## src/rtl/connect_four_drop_ctrl_pkg.sv

```systemverilog
// Shared constants, state encoding and width helpers for the connect-four drop controller.
package connect_four_pkg;

    localparam int DEF_COLS = 7;
    localparam int DEF_ROWS = 6;

    typedef enum logic [1:0] {
        IDLE  = 2'd0,
        ISSUE = 2'd1,
        FULL  = 2'd2
    } state_e;

    function automatic int col_w(input int cols);
        return $clog2(cols + 1);
    endfunction

    // A single-row board still needs a one-bit row field.
    function automatic int row_w(input int rows);
        return (rows > 1) ? $clog2(rows) : 1;
    endfunction

    function automatic int cnt_w(input int cols, input int rows);
        return $clog2(cols * rows + 1);
    endfunction

    function automatic int height_w(input int rows);
        return $clog2(rows + 1);
    endfunction

endpackage

```

## src/rtl/connect_four_drop_ctrl_if.sv

```systemverilog
// Move handshake towards the LED matrix driver: a move is transferred on any edge
// where out_valid and out_ready are both high; col/row/player hold while out_valid waits.
interface connect_four_drop_ctrl_if #(
    parameter int COLS = connect_four_pkg::DEF_COLS,
    parameter int ROWS = connect_four_pkg::DEF_ROWS
);
    import connect_four_pkg::*;

    localparam int CW = col_w(COLS);
    localparam int RW = row_w(ROWS);

    logic          out_valid;
    logic          out_ready;
    logic [CW-1:0] col;
    logic [RW-1:0] row;
    logic          player;

    modport master (
        output out_valid,
        output col,
        output row,
        output player,
        input  out_ready
    );

    modport slave (
        input  out_valid,
        input  col,
        input  row,
        input  player,
        output out_ready
    );

endinterface

```

## src/rtl/connect_four_drop_ctrl_press_detector.sv

```systemverilog
// Synchronises the column buttons and emits a single press for a one-hot vector
// that follows an all-zero vector.
module press_detector #(
    parameter int COLS        = 7,
    parameter int SYNC_STAGES = 2
) (
    input  logic                      clk,
    input  logic                      rst,
    input  logic [COLS-1:0]           pins,
    output logic                      press_valid,
    output logic [$clog2(COLS)-1:0]   press_idx
);

    localparam int IW = $clog2(COLS);

    logic [COLS-1:0] sync_q [SYNC_STAGES];
    logic [COLS-1:0] prev_q;
    logic [COLS-1:0] cur;

    always_ff @(posedge clk or posedge rst) begin
        if (rst) begin
            for (int i = 0; i < SYNC_STAGES; i++) begin
                sync_q[i] <= '0;
            end
            prev_q <= '0;
        end else begin
            sync_q[0] <= pins;
            for (int i = 1; i < SYNC_STAGES; i++) begin
                sync_q[i] <= sync_q[i-1];
            end
            prev_q <= sync_q[SYNC_STAGES-1];
        end
    end

    assign cur = sync_q[SYNC_STAGES-1];

    // Requiring an all-zero predecessor makes a held button, or a chord collapsing
    // to one bit, unable to produce a second press.
    assign press_valid = $onehot(cur) && (prev_q == '0);

    always_comb begin
        press_idx = '0;
        for (int i = 0; i < COLS; i++) begin
            if (cur[i]) begin
                press_idx = IW'(i);
            end
        end
    end

endmodule

```

## src/rtl/connect_four_drop_ctrl.sv

```systemverilog
// Turns column presses into validated drop moves, tracks column heights and players,
// and hands each move to the matrix driver over a valid/ready handshake.
module connect_four_drop_ctrl
    import connect_four_pkg::*;
#(
    parameter int COLS        = DEF_COLS,
    parameter int ROWS        = DEF_ROWS,
    parameter int SYNC_STAGES = 2
) (
    input  logic                       clk,
    input  logic                       rst,
    input  logic [COLS-1:0]            pins,
    input  logic                       new_game,
    connect_four_drop_ctrl_if.master   bus,
    output logic                       reject,
    output logic                       board_full,
    output logic [1:0]                 dbg_state
);

    localparam int CW   = col_w(COLS);
    localparam int RW   = row_w(ROWS);
    localparam int HW   = height_w(ROWS);
    localparam int CNTW = cnt_w(COLS, ROWS);
    localparam int IW   = $clog2(COLS);

    localparam logic [1:0]      ST_IDLE  = IDLE;
    localparam logic [1:0]      ST_ISSUE = ISSUE;
    localparam logic [1:0]      ST_FULL  = FULL;
    localparam logic [HW-1:0]   H_MAX    = HW'(ROWS);
    localparam logic [CNTW-1:0] TOTAL    = CNTW'(COLS * ROWS);

    logic            press_valid;
    logic [IW-1:0]   press_idx;

    logic [1:0]      state_q,  state_d;
    logic [HW-1:0]   height_q [COLS];
    logic [HW-1:0]   height_d [COLS];
    logic [CNTW-1:0] count_q,  count_d;
    logic            next_player_q, next_player_d;
    logic [CW-1:0]   col_q,    col_d;
    logic [RW-1:0]   row_q,    row_d;
    logic            player_q, player_d;
    logic            reject_q, reject_d;

    press_detector #(
        .COLS        (COLS),
        .SYNC_STAGES (SYNC_STAGES)
    ) u_press (
        .clk         (clk),
        .rst         (rst),
        .pins        (pins),
        .press_valid (press_valid),
        .press_idx   (press_idx)
    );

    always_comb begin
        state_d       = state_q;
        height_d      = height_q;
        count_d       = count_q;
        next_player_d = next_player_q;
        col_d         = col_q;
        row_d         = row_q;
        player_d      = player_q;
        reject_d      = 1'b0;

        // Clearing the board wins over a transfer or press on the same edge.
        if (new_game) begin
            for (int i = 0; i < COLS; i++) begin
                height_d[i] = '0;
            end
            count_d       = '0;
            next_player_d = 1'b0;
            state_d       = ST_IDLE;
        end else begin
            case (state_q)
                ST_IDLE: begin
                    if (press_valid) begin
                        if (height_q[press_idx] < H_MAX) begin
                            col_d               = CW'(press_idx) + CW'(1);
                            row_d               = RW'(height_q[press_idx]);
                            player_d            = next_player_q;
                            height_d[press_idx] = height_q[press_idx] + HW'(1);
                            state_d             = ST_ISSUE;
                        end else begin
                            reject_d = 1'b1;
                        end
                    end
                end
                ST_ISSUE: begin
                    if (bus.out_ready) begin
                        next_player_d = ~next_player_q;
                        if (count_q != TOTAL) begin
                            count_d = count_q + CNTW'(1);
                        end
                        state_d = (count_d == TOTAL) ? ST_FULL : ST_IDLE;
                    end
                end
                ST_FULL: begin
                    state_d = ST_FULL;
                end
                default: begin
                    state_d = ST_IDLE;
                end
            endcase
        end
    end

    always_ff @(posedge clk or posedge rst) begin
        if (rst) begin
            state_q       <= ST_IDLE;
            for (int i = 0; i < COLS; i++) begin
                height_q[i] <= '0;
            end
            count_q       <= '0;
            next_player_q <= 1'b0;
            col_q         <= '0;
            row_q         <= '0;
            player_q      <= 1'b0;
            reject_q      <= 1'b0;
        end else begin
            state_q       <= state_d;
            height_q      <= height_d;
            count_q       <= count_d;
            next_player_q <= next_player_d;
            col_q         <= col_d;
            row_q         <= row_d;
            player_q      <= player_d;
            reject_q      <= reject_d;
        end
    end

    assign bus.out_valid = (state_q == ST_ISSUE);
    assign bus.col       = col_q;
    assign bus.row       = row_q;
    assign bus.player    = player_q;
    assign reject        = reject_q;
    assign board_full    = (state_q == ST_FULL);
    assign dbg_state     = state_q;

endmodule

```

## src/flat_wrapper.sv

```systemverilog
// flat-port wrapper written by rule: the top's interface ports become plain ports
module connect_four_drop_ctrl_flat import connect_four_pkg::*;
#(
    parameter int COLS        = DEF_COLS,
    parameter int ROWS        = DEF_ROWS,
    parameter int SYNC_STAGES = 2
)
  (clk, rst, pins, new_game, reject, board_full, dbg_state, bus_out_valid, bus_col, bus_row, bus_player, bus_out_ready);
  connect_four_drop_ctrl_if #(.COLS(COLS), .ROWS(ROWS)) bus_i ();
  input  logic clk;
  input  logic rst;
  input  logic [COLS-1:0] pins;
  input  logic new_game;
  output logic reject;
  output logic board_full;
  output logic [1:0] dbg_state;
  output wire logic [$bits(bus_i.out_valid)-1:0] bus_out_valid;
  output wire logic [$bits(bus_i.col)-1:0] bus_col;
  output wire logic [$bits(bus_i.row)-1:0] bus_row;
  output wire logic [$bits(bus_i.player)-1:0] bus_player;
  input wire logic [$bits(bus_i.out_ready)-1:0] bus_out_ready;
  assign bus_out_valid = bus_i.out_valid;
  assign bus_col = bus_i.col;
  assign bus_row = bus_i.row;
  assign bus_player = bus_i.player;
  assign bus_i.out_ready = bus_out_ready;
  connect_four_drop_ctrl #(.COLS(COLS), .ROWS(ROWS), .SYNC_STAGES(SYNC_STAGES)) u_core (.clk(clk), .rst(rst), .pins(pins), .new_game(new_game), .bus(bus_i), .reject(reject), .board_full(board_full), .dbg_state(dbg_state));
endmodule
```

## config.mk

```make
export PLATFORM = sky130hd
export DESIGN_NAME = connect_four_drop_ctrl_flat
export DESIGN_NICKNAME = d
export VERILOG_FILES = /design/src/rtl/connect_four_drop_ctrl_pkg.sv /design/src/rtl/connect_four_drop_ctrl_if.sv /design/src/rtl/connect_four_drop_ctrl_press_detector.sv /design/src/rtl/connect_four_drop_ctrl.sv /design/src/flat_wrapper.sv
export SDC_FILE = /design/constraint.sdc
export NUM_CORES = 1
export LEC_CHECK = 0
export CORE_ASPECT_RATIO = 1.25
export CORE_UTILIZATION = 40
export DETAILED_ROUTE_END_ITERATION = 12
export GPL_TIMING_DRIVEN = 0
export SETUP_SLACK_MARGIN = 0.3
export SYNTH_ARGS = -nofsm -noshare
export SYNTH_HDL_FRONTEND = slang
export SYNTH_HIERARCHICAL = 1
export SYNTH_SLANG_ARGS = --single-unit
```

## constraint.sdc

```tcl
create_clock -name clk -period 5.9 [get_ports clk]
set_input_delay 1.18 -clock clk [delete_from_list [all_inputs] [get_ports clk]]
set_output_delay 1.18 -clock clk [all_outputs]
set_load 0.02 [all_outputs]
```

==> impl_metrics.ini <==
[outcome]
outcome = completed

[detailed_routing]
drt.antenna.violating_nets = 0
detailedRoute.firstPassIterationCount = 4
drc_errors = 0
vias = 1861
post_drt_via_cell_ratio = 5.32
post_dr_wirelength_cell_um = 15.4
dr.first_iter.drc_count = 104
routed_wl_um = 5390

[layout]
area.growth.synth_to_final_pct = 20.9
final_util = 0.501
layout-drive-gt1-share = 0.141
filler_cell_count = 603
nets = 277
final_cell_area_um2 = 3290
insertedDiodeCount = 0

[placement]
io_buffers = 21
detailedPlacementHpwl_um = 3640
routabilityCongestion = 0.783
dpl-instance-area_um2 = 3040

[power]
p_per_area_nw_per_um2 = 289
power.ir.vdd_worst_mv = 0.141
final_total_power_uw = 950
leakage_uw = 0.00148

[clock_network]
path_clk_slew_ns = 0.07
cts.root.buffer_cell = sky130_fd_sc_hd__clkbuf_8
post-cts-setup-buffer-count = 0
clock_insertion_delay_worst_skew_ns = 0.35
tritoncts_num_sinks = 59
htreeDepth = 3
post_cts_resized = 0
ctsHoldBuffers = 0
cts_inserted_buffers = 9
cts_tree = done
cts_buffer_depth = 2

[sta]
worstMarginPinSlew_ns = 0.863
max_freq_mhz = 195
unrepaired_setup_endpoints_after_global_routing = false
worst_slew_margin_rel = 0.423
number_of_failing_setup_endpoints_in_the_final_timing_report = 0
setup_tns_after_final_layout_ns = 0
timing_max_transition_violations_final = 0
timing.clock.skew_ns = 0.0139
post-route-min-period_ns = 5.12
hold_violations = 0
finalCritPeriodShare = 0.867

[logic_synthesis]
synth_edf_count = 0
synth-seq-cells = 59
postSynthNetCount = 245
netlist_top_cells_count = sky130_fd_sc_hd__dfrtp_1, sky130_fd_sc_hd__inv_1, sky130_fd_sc_hd__nor2_1
synth_flop_cell = sky130_fd_sc_hd__dfrtp_1
synth_sequential_area_ratio = 0.542
synthesis.instances = 226
synthesis.area_per_instance_um2 = 12.0
synthArstFlopShare = 1.00
synth_largest_type_area_fraction = 0.542
synth_top_area_cell = sky130_fd_sc_hd__dfrtp_1
most_repeated_cell_in_the_gate_level_netlist_after_synthesis = sky130_fd_sc_hd__dfrtp_1
cell_types_with_the_largest_area_share_after_synthesis = sky130_fd_sc_hd__dfrtp_1, sky130_fd_sc_hd__fa_1, sky130_fd_sc_hd__inv_1, sky130_fd_sc_hd__a22o_1, sky130_fd_sc_hd__a32o_1
syn-cell-area_um2 = 2720
synthDistinctLibCells = 54
number_of_warnings_printed_during_yosys_synthesis = 6

[critical_path]
cp-end-kind = flip-flop
critical_path.startpoint_type = flip-flop
worst-r2r-cell-count = 14
worst-path-max-fanout = 8
timing.reg2reg.setup_slack_ns = 0.78
crit_path_end = u_core/height_q[14]
start_point_of_the_critical_path = u_core/u_press/cur[3]
worstPathRequired_ns = 6.16
worstReg2RegEnd = u_core/height_q[14]
setup.worst_path.class = reg2reg
worst-endpoint-arrival_ns = 5.38
regToRegStartpoint = u_core/u_press/cur[3]

[global_route]
grt.total_usage = 0.174
grt_first_pass_wirelength_um = 8850
grt_start_max_net_pins = 39
grt_pass1_vias = 1778
number_of_antenna_violations_at_the_first_check_in_global_routing = 0
grt_overflow_total = 0

[floorplan]
placement_rows = 33
floorplan_die_area_um2 = 7140
io-pin-count = 23
die-width_um = 75.8
chipHeight_um = 94.2
starting_density = 0.415
floorplan.core_area_um2 = 6570

[hold_path]
worst_hold_path_type = reg2reg

[run]
max_cap_violations = 0
==> cell families (layout without fill, tap and decap cells) <==
kind of cell | count (synthesis) | after routing | share of synthesized area
flops | 59 | 59 | 0.542
simple gates | 59 | 59 | 0.129
compound gates | 54 | 54 | 0.163
buf+inv | 29 | 66 | 0.0478
mux | 11 | 11 | 0.0510
fa+ha+maj | 8 | 8 | 0.0478
xor+xnor | 6 | 6 | 0.0193
==> routing by layer <==
metal,vias up,share of wire,global-route usage
met5,-,0,0
met4,0,0.015,0.0910
met3,8,0.034,0.0536
met2,39,0.48,0.261
met1,925,0.47,0.223
li1,889,-,-
==> where the power goes <==
group,internal (uW),switching [uW],leakage [uW]
combinational,29.7,41.3,0.000579
sequential,416,5.83,0.000775
clock,284,173,0.000124
==> worst min-delay path by stage <==
stage | cells after the start | to | slack (ns) | startpoint
2_1_floorplan | 0 | u_core/u_press/cur[0] | 0.33 | u_core/u_press/sync_q[7]
3_3_place_gp | 0 | u_core/u_press/cur[0] | 0.33 | u_core/u_press/sync_q[7]
3_5_place_dp | 0 | u_core/u_press/cur[5] | 0.34 | u_core/u_press/sync_q[12]
4_1_cts | 0 | u_core/u_press/cur[4] | 0.35 | u_core/u_press/sync_q[11]
5_1_grt | 0 | u_core/u_press/cur[0] | 0.36 | u_core/u_press/sync_q[7]
6_report | 0 | u_core/u_press/cur[4] | 0.35 | u_core/u_press/sync_q[11]
==> area by class of cell <==
cell class,instances,area (um^2),area share
multi-input cells,138,1120,0.339
clock buffers,9,124,0.0376
clock inverters,7,125,0.0380
plain buffers,9,55.1,0.0167
flip-flops and latches,59,1480,0.449
well taps,87,109,0.0331
inverters,20,75.1,0.0228
repair buffers,21,210,0.0639
==> worst max-delay path, cell delays in order (launching register included) <==
cell                        delay [ns]
sky130_fd_sc_hd__dfrtp_1          0.40
sky130_fd_sc_hd__inv_1            0.09
sky130_fd_sc_hd__fa_1             0.44
sky130_fd_sc_hd__fa_1             0.49
sky130_fd_sc_hd__inv_1            0.05
sky130_fd_sc_hd__fa_1             0.37
sky130_fd_sc_hd__fa_1             0.42
sky130_fd_sc_hd__or4b_1           0.54
sky130_fd_sc_hd__nor4_2           0.24
sky130_fd_sc_hd__nor3b_2          0.64
sky130_fd_sc_hd__nand2b_1         0.11
sky130_fd_sc_hd__buf_2            0.21
sky130_fd_sc_hd__nor4_1           0.38
sky130_fd_sc_hd__a31oi_1          0.39
sky130_fd_sc_hd__o2bb2ai_1        0.25
==> stage by stage <==
step                      hold slack [ns]  instances  worst slack, ns
after global placement              0.333        334            0.848
after floorplan                     0.331        226             1.62
final                               0.350        350            0.782
after global routing                0.356        350            0.507
after detailed placement            0.336        334            0.794
after CTS                           0.352        350            0.754
==> sequential cells by signal (all words and copies together), names as in the netlist <==
signal                 cells
u_core/u_press/cur         7
u_core/count_q             6
u_core/bus.col             3
u_core/reject              1
u_core/bus.player          1
u_core/next_player_q       1
u_core/dbg_state           2
u_core/u_press/prev_q      7
u_core/height_q           21
u_core/u_press/sync_q      7
u_core/bus.row             3
==> cell usage in the layout (no fill, tap or decap), types with 4 or more instances in the layout <==
master	synthesis	routed
sky130_fd_sc_hd__ha_1	4	4
sky130_fd_sc_hd__a31oi_1	8	8
sky130_fd_sc_hd__dfrtp_1	59	59
sky130_fd_sc_hd__mux2_2	4	4
sky130_fd_sc_hd__and3_1	4	4
sky130_fd_sc_hd__clkdlybuf4s50_1	0	21
sky130_fd_sc_hd__nor3_1	5	5
sky130_fd_sc_hd__fa_1	4	4
sky130_fd_sc_hd__nand3_1	4	4
sky130_fd_sc_hd__a21oi_1	4	4
sky130_fd_sc_hd__inv_1	20	19
sky130_fd_sc_hd__or3_1	4	4
sky130_fd_sc_hd__xor2_1	4	4
sky130_fd_sc_hd__a22o_1	8	8
sky130_fd_sc_hd__nor2_1	18	18
sky130_fd_sc_hd__o2bb2ai_1	7	7
sky130_fd_sc_hd__clkbuf_8	0	9
sky130_fd_sc_hd__a32o_1	7	7
sky130_fd_sc_hd__clkbuf_1	4	4
Note: power is estimated with default switching activity, not from simulation.
